<file path="config.mk">
export PLATFORM = sky130hd
export DESIGN_NAME = fmps_write_link
export DESIGN_NICKNAME = d
export VERILOG_FILES = /design/src/rtl/fmps_write_link.sv
export SDC_FILE = /design/constraint.sdc
export NUM_CORES = 1
export LEC_CHECK = 0
export CORE_UTILIZATION = 46
export CTS_CLUSTER_DIAMETER = 30
export DETAILED_ROUTE_END_ITERATION = 7
export PLACE_DENSITY = 0.83
export SLEW_MARGIN = 20
export SYNTH_ARGS = -nofsm -noshare
export SYNTH_HDL_FRONTEND = slang
export SYNTH_SLANG_ARGS = --single-unit
</file>
<file path="constraint.sdc">
create_clock -name auClk -period 2.7 [get_ports auClk]
set_input_delay 0.81 -clock auClk [delete_from_list [all_inputs] [get_ports auClk]]
set_output_delay 0.81 -clock auClk [all_outputs]
set_load 0.01 [all_outputs]
</file>
<file path="src/rtl/fmps_write_link.sv">
// fmps_write_link: sends a two-word FMPS status packet (header, data) over AXI-Stream on each accepted strobe
module fmps_write_link #(
   parameter int               INDEX_WIDTH = 5,
   parameter logic [15:0]      MARKER      = 16'hF3A5,
   parameter int               COUNT_WIDTH = 16
) (
   input  logic                   auClk,
   input  logic                   auReset,
   input  logic                   auFAstrobe,
   input  logic                   inhibit,
   input  logic [INDEX_WIDTH-1:0] fmpsIndex,
   input  logic                   fmpsEnabled,
   input  logic [31:0]            fmpsData,
   output logic                   TVALID,
   output logic                   TLAST,
   output logic [31:0]            TDATA,
   input  logic                   TREADY,
   output logic                   busy,
   output logic [2:0]             seqno,
   output logic [COUNT_WIDTH-1:0] txCount,
   output logic [COUNT_WIDTH-1:0] overrunCount,
   output logic                   overrunStrobe
);
   typedef enum logic [1:0] {IDLE, HEADER, DATA} state_t;
   state_t                   state_q;
   logic                     tvalid_q, tlast_q, ovr_q;
   logic [31:0]              tdata_q, data_q;
   logic [2:0]               seq_q;
   logic [COUNT_WIDTH-1:0]   tx_q, oc_q;
   logic                     xfer, take;
   logic [2:0]               seq_cap;
   logic [31:0]              hdr;
   // header built from live inputs; only sampled at the capture cycle
   always_comb begin
      xfer    = tvalid_q & TREADY;
      take    = auFAstrobe & ~inhibit;
      seq_cap = (state_q == DATA) ? seq_q + 3'd1 : seq_q;
      hdr     = {MARKER, fmpsEnabled, seq_cap, 12'(fmpsIndex)};
   end
   // packet FSM with registered stream outputs and statistics
   always_ff @(posedge auClk) begin
      if (auReset) begin
         state_q  <= IDLE;
         tvalid_q <= 1'b0;
         tlast_q  <= 1'b0;
         tdata_q  <= '0;
         data_q   <= '0;
         seq_q    <= '0;
         tx_q     <= '0;
         oc_q     <= '0;
         ovr_q    <= 1'b0;
      end else begin
         ovr_q <= 1'b0;
         case (state_q)
            IDLE: begin
               if (take) begin
                  state_q  <= HEADER;
                  tvalid_q <= 1'b1;
                  tlast_q  <= 1'b0;
                  tdata_q  <= hdr;
                  data_q   <= fmpsData;
               end
            end
            HEADER: begin
               if (auFAstrobe) begin
                  ovr_q <= 1'b1;
                  oc_q  <= oc_q + COUNT_WIDTH'(oc_q != '1);
               end
               if (xfer) begin
                  state_q <= DATA;
                  tlast_q <= 1'b1;
                  tdata_q <= data_q;
               end
            end
            DATA: begin
               if (xfer) begin
                  tx_q  <= tx_q + COUNT_WIDTH'(tx_q != '1);
                  seq_q <= seq_q + 3'd1;
                  state_q  <= take ? HEADER : IDLE;
                  tvalid_q <= take;
                  tlast_q  <= 1'b0;
                  tdata_q  <= take ? hdr : '0;
                  if (take) data_q <= fmpsData;
               end else if (auFAstrobe) begin
                  ovr_q <= 1'b1;
                  oc_q  <= oc_q + COUNT_WIDTH'(oc_q != '1);
               end
            end
            default: begin
               state_q  <= IDLE;
               tvalid_q <= 1'b0;
               tlast_q  <= 1'b0;
               tdata_q  <= '0;
            end
         endcase
      end
   end
   assign TVALID        = tvalid_q;
   assign TLAST         = tlast_q;
   assign TDATA         = tdata_q;
   assign busy          = (state_q != IDLE);
   assign seqno         = seq_q;
   assign txCount       = tx_q;
   assign overrunCount  = oc_q;
   assign overrunStrobe = ovr_q;
endmodule

</file>
==> impl_metrics.json, run 1 <==
{
  "outcome": "completed",
  "fp.coreArea_mm2": 0.00920,
  "p_per_area_mw_per_mm2": 516,
  "synth-edff-count": 0,
  "hold_end": "TDATA[23]",
  "ys_warn_count": 0,
  "syn_nets": 591,
  "holdPathStages": 2,
  "synth.distinct_cells": 43,
  "via_count": 4196,
  "met3_usage_pct": 5.06,
  "slowest_stage": "clkdlybuf4s50_1",
  "tns_ns": 0,
  "synthFlopType": "dfxtp_1",
  "endpoint_kind": "primary output",
  "syn_inst": 537,
  "layout_commonest_cell": "nand2_1",
  "worst_setup_path_start_kind": "flip-flop",
  "cp.required_ns": 1.89,
  "crit_fanout": 7,
  "cp_cell_sequence": "inv_1 > ha_1 > inv_1 > clkdlybuf4s50_1",
  "cts.sinks": 104,
  "path_class": "flip-flop to primary output",
  "gp_congestion": 0.835,
  "final_area_mm2": 0.00593,
  "cts_setup_buffers": 0,
  "grt_max_degree": 53,
  "r2r-end": "overrunCount[14]",
  "ys_seq_elements": 104,
  "max_freq_mhz": 389,
  "start_util_pct": 47.4,
  "syn_to_final_growth_pct": 36.1,
  "period_share_pct": 95.2,
  "r2r_setup_slack_ns": 0.24,
  "setup_viol": 0,
  "r2r_start": "overrunCount[9]",
  "globalRouteOverflowTotal": 0,
  "cts_resized": 0,
  "rows": 35,
  "initialDrtViolationCount": 202,
  "clock_latency_ns": 0.36,
  "syn_area_mm2": 0.00436,
  "busiest_layer": "met2",
  "grt_use_met1_pct": 28.2,
  "fin_nets": 703,
  "maxSlewHeadroom_pct": 64.2,
  "placement.io_buffers": 113,
  "peakVddDrop_mv": 0.275,
  "io_pins": 114,
  "tightest_slew_ns": 0.537,
  "postCtsHoldBufs": 0,
  "drt_first_pass_iters": 4,
  "htreeDepth": 3,
  "hold_start": "TDATA[23]",
  "antenna_found_initial": 0,
  "mostFrequentLayoutCells": "128 x nand2_1, 112 x clkdlybuf4s50_1, 102 x dfxtp_1",
  "drc": 0,
  "place_hpwl_um": 7650,
  "yosysSeqAreaShare_pct": 47.7,
  "dieArea_mm2": 0.00987,
  "cts_tree": "yes",
  "hold_path.class": "flip-flop to flip-flop",
  "placed_area_mm2": 0.00572,
  "grt_pass1_wl_um": 18500,
  "cp_slowest_stage_delay_ns": 0.54,
  "drive_gt1_share_pct": 8.26,
  "skew_ns": 0.00981,
  "rsz0062_at_grt": "no",
  "cap_viol_max_count": 0,
  "hold_violations": 0,
  "cp.arrival_ns": 1.76,
  "fp.dieH_um": 99.4,
  "numPlacedInstances": 749,
  "diodes": 0,
  "die_w_um": 99.4,
  "grt_usage_pct": 22.8,
  "avgViaCountPerCell": 5.48,
  "grt_pass1_vias": 4054,
  "ant_nets": 0,
  "root_buffer": "clkbuf_8",
  "synthArstFlopShare_pct": 0,
  "critPathMostFrequentCell": "inv_1",
  "clkTransAtPathRegs_ns": 0.11,
  "rr_worst_depth": 11,
  "routedWlPerCell_um": 14.3,
  "post_synth.cell_area_avg_um2": 8.12,
  "drv_slew": 0,
  "power_mw": 3.06,
  "min_period_ns": 2.57,
  "cts_made_buffers": 9,
  "fin_cells": 765,
  "wl_um": 11000,
  "p_leak_nw": 2.02,
  "met2_usage_pct": 40.2,
  "clk_path_buf_depth": 2
}
-- metrics by stage --
step	hold WS, ns	util [%]	setup slack [ns]
after floorplan	0.436	-	0.365
after global placement	0.438	62.2	0.0870
after detailed placement	0.446	62.2	0.0817
after CTS	0.462	64.5	0.0873
after global routing	0.481	64.5	0.00828
final	0.459	64.5	0.130
-- layout make-up --
class	count	area, um^2
flip-flops and latches	104	2080
clock inverters	7	86.3
inverters	10	37.5
clock buffers	9	124
repair buffers	136	1360
well taps	111	139
multi-input cells	388	2100
fillers	807	3260
-- power breakdown --
group          internal [mW]  switching (mW)  leakage [nW]  total (mW)
Sequential              1.59          0.0334         0.844        1.62
Combinational          0.201           0.228          1.07       0.429
Clock                  0.449           0.565         0.104        1.01
-- registers in the layout, summed over array words and instances (netlist names) --
register,count
TDATA,32
TLAST,1
TVALID,1
data_q,32
overrunCount,16
overrunStrobe,1
seqno,3
state_q,2
txCount,16
-- Yosys cell counts, types with 2 or more instances --
cell | count | area [um^2]
nand2_1 | 128 | 480
dfxtp_1 | 104 | 2080
a21oi_1 | 77 | 385
clkbuf_1 | 29 | 109
nand3_1 | 28 | 140
nor2_1 | 28 | 105
a31oi_1 | 18 | 113
ha_1 | 11 | 138
nand4_1 | 11 | 68.8
inv_1 | 10 | 37.5
nor3_1 | 10 | 50.1
xnor2_1 | 10 | 87.6
o21ai_0 | 9 | 45.0
xor2_1 | 9 | 78.8
nor2b_1 | 6 | 37.5
or3_1 | 6 | 37.5
mux2_2 | 4 | 45.0
o41ai_1 | 3 | 26.3
or4_1 | 3 | 22.5
a21o_1 | 2 | 15.0
a2bb2oi_1 | 2 | 17.5
and4_1 | 2 | 17.5
buf_1 | 2 | 7.51
buf_2 | 2 | 10.0
buf_6 | 2 | 22.5
nand2b_1 | 2 | 12.5
nor4_1 | 2 | 12.5
or4_4 | 2 | 22.5
-- metal layers --
layer / vias up / part of all wire [%]
met5: - / 0
met4: 0 / 0.77
met3: 8 / 6.4
met2: 120 / 51
met1: 2005 / 42
li1: 2063 / -
-- cells by family (layout without fill, tap and decap cells) --
family / after synthesis / count (layout) / synth area share (%)
muxes: 4 / 4 / 1.03
buffers and inverters: 45 / 162 / 4.28
AOI/OAI and AO/OA: 117 / 117 / 14.8
xor gates and xnor gates: 19 / 19 / 3.82
adders and majority gates: 11 / 11 / 3.16
DFF: 104 / 104 / 47.7
and+or+nand+nor: 237 / 237 / 25.2
-- worst max-delay path, delay by kind of cell (launching register included) --
family	cells	cell delay [ns]
buffers and inverters	3	0.74
DFF	1	0.40
adders and majority gates	1	0.28
-- how the worst max path moves through the flow --
stage / slack, ns / cells after the start / start / end
2_1_floorplan: 0.37 / 10 / overrunCount[8] / overrunCount[14]
3_3_place_gp: 0.09 / 5 / TREADY / overrunCount[13]
3_5_place_dp: 0.08 / 5 / TREADY / overrunCount[13]
4_1_cts: 0.09 / 4 / state_q[0] / busy
5_1_grt: 0.008 / 11 / overrunCount[9] / overrunCount[14]
6_report: 0.13 / 4 / state_q[1] / busy
No activity file was read; power rests on OpenSTA's default activity.
==> run 2, diff against run 1 <==
--- a/config.mk
+++ b/config.mk
@@ -5,6 +5,7 @@
 export SDC_FILE = /design/constraint.sdc
 export NUM_CORES = 1
 export LEC_CHECK = 0
+export CAP_MARGIN = 5
 export CORE_UTILIZATION = 46
 export CTS_CLUSTER_DIAMETER = 30
 export DETAILED_ROUTE_END_ITERATION = 7
==> constraint.sdc (replaced) <==
create_clock -name auClk -period 2.4 [get_ports auClk]
set_input_delay 0.72 -clock auClk [delete_from_list [all_inputs] [get_ports auClk]]
set_output_delay 0.72 -clock auClk [all_outputs]
set_load 0.01 [all_outputs]
==> impl_metrics.json, run 2 (synthesized netlist as in run 1, its figures left out) <==
{
  "outcome": "completed",
  "htreeDepth": 3,
  "place_hpwl_um": 7820,
  "fin_cells": 795,
  "clock_latency_ns": 0.36,
  "endpoint_kind": "flip-flop",
  "diodes": 0,
  "maxSlewHeadroom_pct": 66.2,
  "die_w_um": 99.4,
  "path_class": "flip-flop to flip-flop",
  "power_mw": 3.46,
  "cts.sinks": 104,
  "grt_pass1_wl_um": 18900,
  "wl_um": 11400,
  "fp.coreArea_mm2": 0.00920,
  "clk_path_buf_depth": 2,
  "final_area_mm2": 0.00622,
  "cp_slowest_stage_delay_ns": 0.57,
  "min_period_ns": 2.28,
  "switching_share_pct": 26.3,
  "p_per_area_mw_per_mm2": 555,
  "numPlacedInstances": 773,
  "crit_fanout": 4,
  "cp.arrival_ns": 2.53,
  "path_delay_family": "simple AND/OR/NAND/NOR gates",
  "crit_buf_inv": 0,
  "period_share_pct": 94.9,
  "tns_ns": 0,
  "cp.required_ns": 2.65,
  "max_freq_mhz": 439,
  "via_count": 4268,
  "grt_max_degree": 47,
  "drt_first_pass_iters": 4,
  "power_frac_seq_pct": 52.8,
  "hold_path.class": "flip-flop to flip-flop",
  "p_comb_share_pct": 14.4,
  "cap_viol_max_count": 0,
  "worst_hold_slack_ns": 0.460,
  "initialDrtViolationCount": 179,
  "cp.depth": 8,
  "placed_area_mm2": 0.00589,
  "fp.dieH_um": 99.4,
  "dieArea_mm2": 0.00987,
  "grt_usage_pct": 23.7,
  "hold_violations": 0,
  "avgViaCountPerCell": 5.37,
  "rows": 35,
  "globalRouteOverflowTotal": 0,
  "rr_worst_depth": 8,
  "layout_commonest_cell": "nand2_1",
  "syn_to_final_growth_pct": 42.6,
  "grt_pass1_vias": 4140,
  "drv_slew": 0,
  "start_util_pct": 47.4,
  "utilization_pct": 67.6,
  "slowest_stage": "or4_4",
  "ant_nets": 0,
  "tightest_slew_ns": 0.506,
  "critPathMostFrequentCell": "nand3_1",
  "place_ws_ns": -0.128,
  "cts_tree": "yes",
  "clkPwrFrac_pct": 32.8,
  "cp_cell_sequence": "and4_4 > nand3_1 > or4_4 > ha_1 > nand4_1 > nor3_1 > nand3_1 > mux2_2",
  "peakVddDrop_mv": 0.374,
  "gp_congestion": 0.815,
  "worst_setup_path_start_kind": "flip-flop",
  "skew_ns": 0.0130,
  "drive_gt1_share_pct": 14.6,
  "cts_made_buffers": 9,
  "holdPathStages": 2,
  "drc": 0,
  "fin_nets": 733,
  "setup_viol": 0,
  "routedWlPerCell_um": 14.3,
  "io_pins": 114,
  "placement.io_buffers": 113,
  "antenna_found_initial": 0,
  "clkTransAtPathRegs_ns": 0.10,
  "fin_ws_ns": 0.123,
  "p_int_mw": 2.55,
  "postCtsHoldBufs": 0,
  "p_leak_nw": 2.19,
  "root_buffer": "clkbuf_8",
  "p_sw_mw": 0.910,
  "mostFrequentLayoutCells": "128 x nand2_1, 111 x clkdlybuf4s50_1, 97 x dfxtp_1"
}
[run 2: changes by cell type in the layout (fill, tap and decap cells not counted), sizes merged]
cell | before | now
dlymetal6s2s | 0 | 1
clkdlybuf4s50 | 112 | 111
buf | 24 | 54
inv | 13 | 12
clkbuf | 9 | 10
[run 2: worst paths after layout]
kind                     from           to  slack, ns
setup / recovery  txCount[11]  txCount[14]       0.12
hold / removal      TDATA[23]    TDATA[23]       0.46
setup reg to reg  txCount[11]  txCount[14]       0.12
hold reg to reg     TDATA[23]    TDATA[23]       0.46
[run 2: layer usage]
metal / global-route usage [%] / up-vias / share of wire, %
met3: 6.39 / 10 / 5.9
met4: 5.20 / 0 / 0.89
li1: - / 2132 / -
met2: 41.2 / 126 / 49
met1: 29.4 / 2000 / 45
met5: 0 / - / 0
[run 2: cell type report]
type                    instances  area (um^2)
repair buffers                166         1580
inverters                      10         37.5
multi-input cells             388         2160
clock inverters                 6         75.1
fillers                       745         2980
well taps                     111          139
flip-flops and latches        104         2090
clock buffers                  10          138
[run 2: power groups by stage]
stage               Clock, mW  Sequential [mW]  Combinational [mW]
CTS                      1.16             1.82               0.491
floorplan                   0             1.87               0.229
detailed placement          0             1.86               0.488
finish                   1.13             1.82               0.497
global route             1.25             1.83               0.543
global placement            0             1.86               0.476
[run 2: worst reg2reg max path, stage by stage (launching register included)]
cell and delay [ns]:
dfxtp_1 0.36, and4_4 0.25, nand3_1 0.12, or4_4 0.57
ha_1 0.21, nand4_1 0.15, nor3_1 0.08, nand3_1 0.09
mux2_2 0.33
[run 2: repair_timing]
item,in CTS,in global routing
setup endpoints to repair,4,15
resized for setup,6,16
pin swaps,1,10
setup buffers,0,6
==> run 3, diff against run 2 <==
--- a/config.mk
+++ b/config.mk
@@ -7,6 +7,7 @@
 export LEC_CHECK = 0
 export CAP_MARGIN = 5
 export CORE_UTILIZATION = 46
+export CTS_BUF_LIST = sky130_fd_sc_hd__clkbuf_8
 export CTS_CLUSTER_DIAMETER = 30
 export DETAILED_ROUTE_END_ITERATION = 7
 export PLACE_DENSITY = 0.83
==> results of run 3 <==
No change in the layout: final DEF, timing and power equal those of run 2.
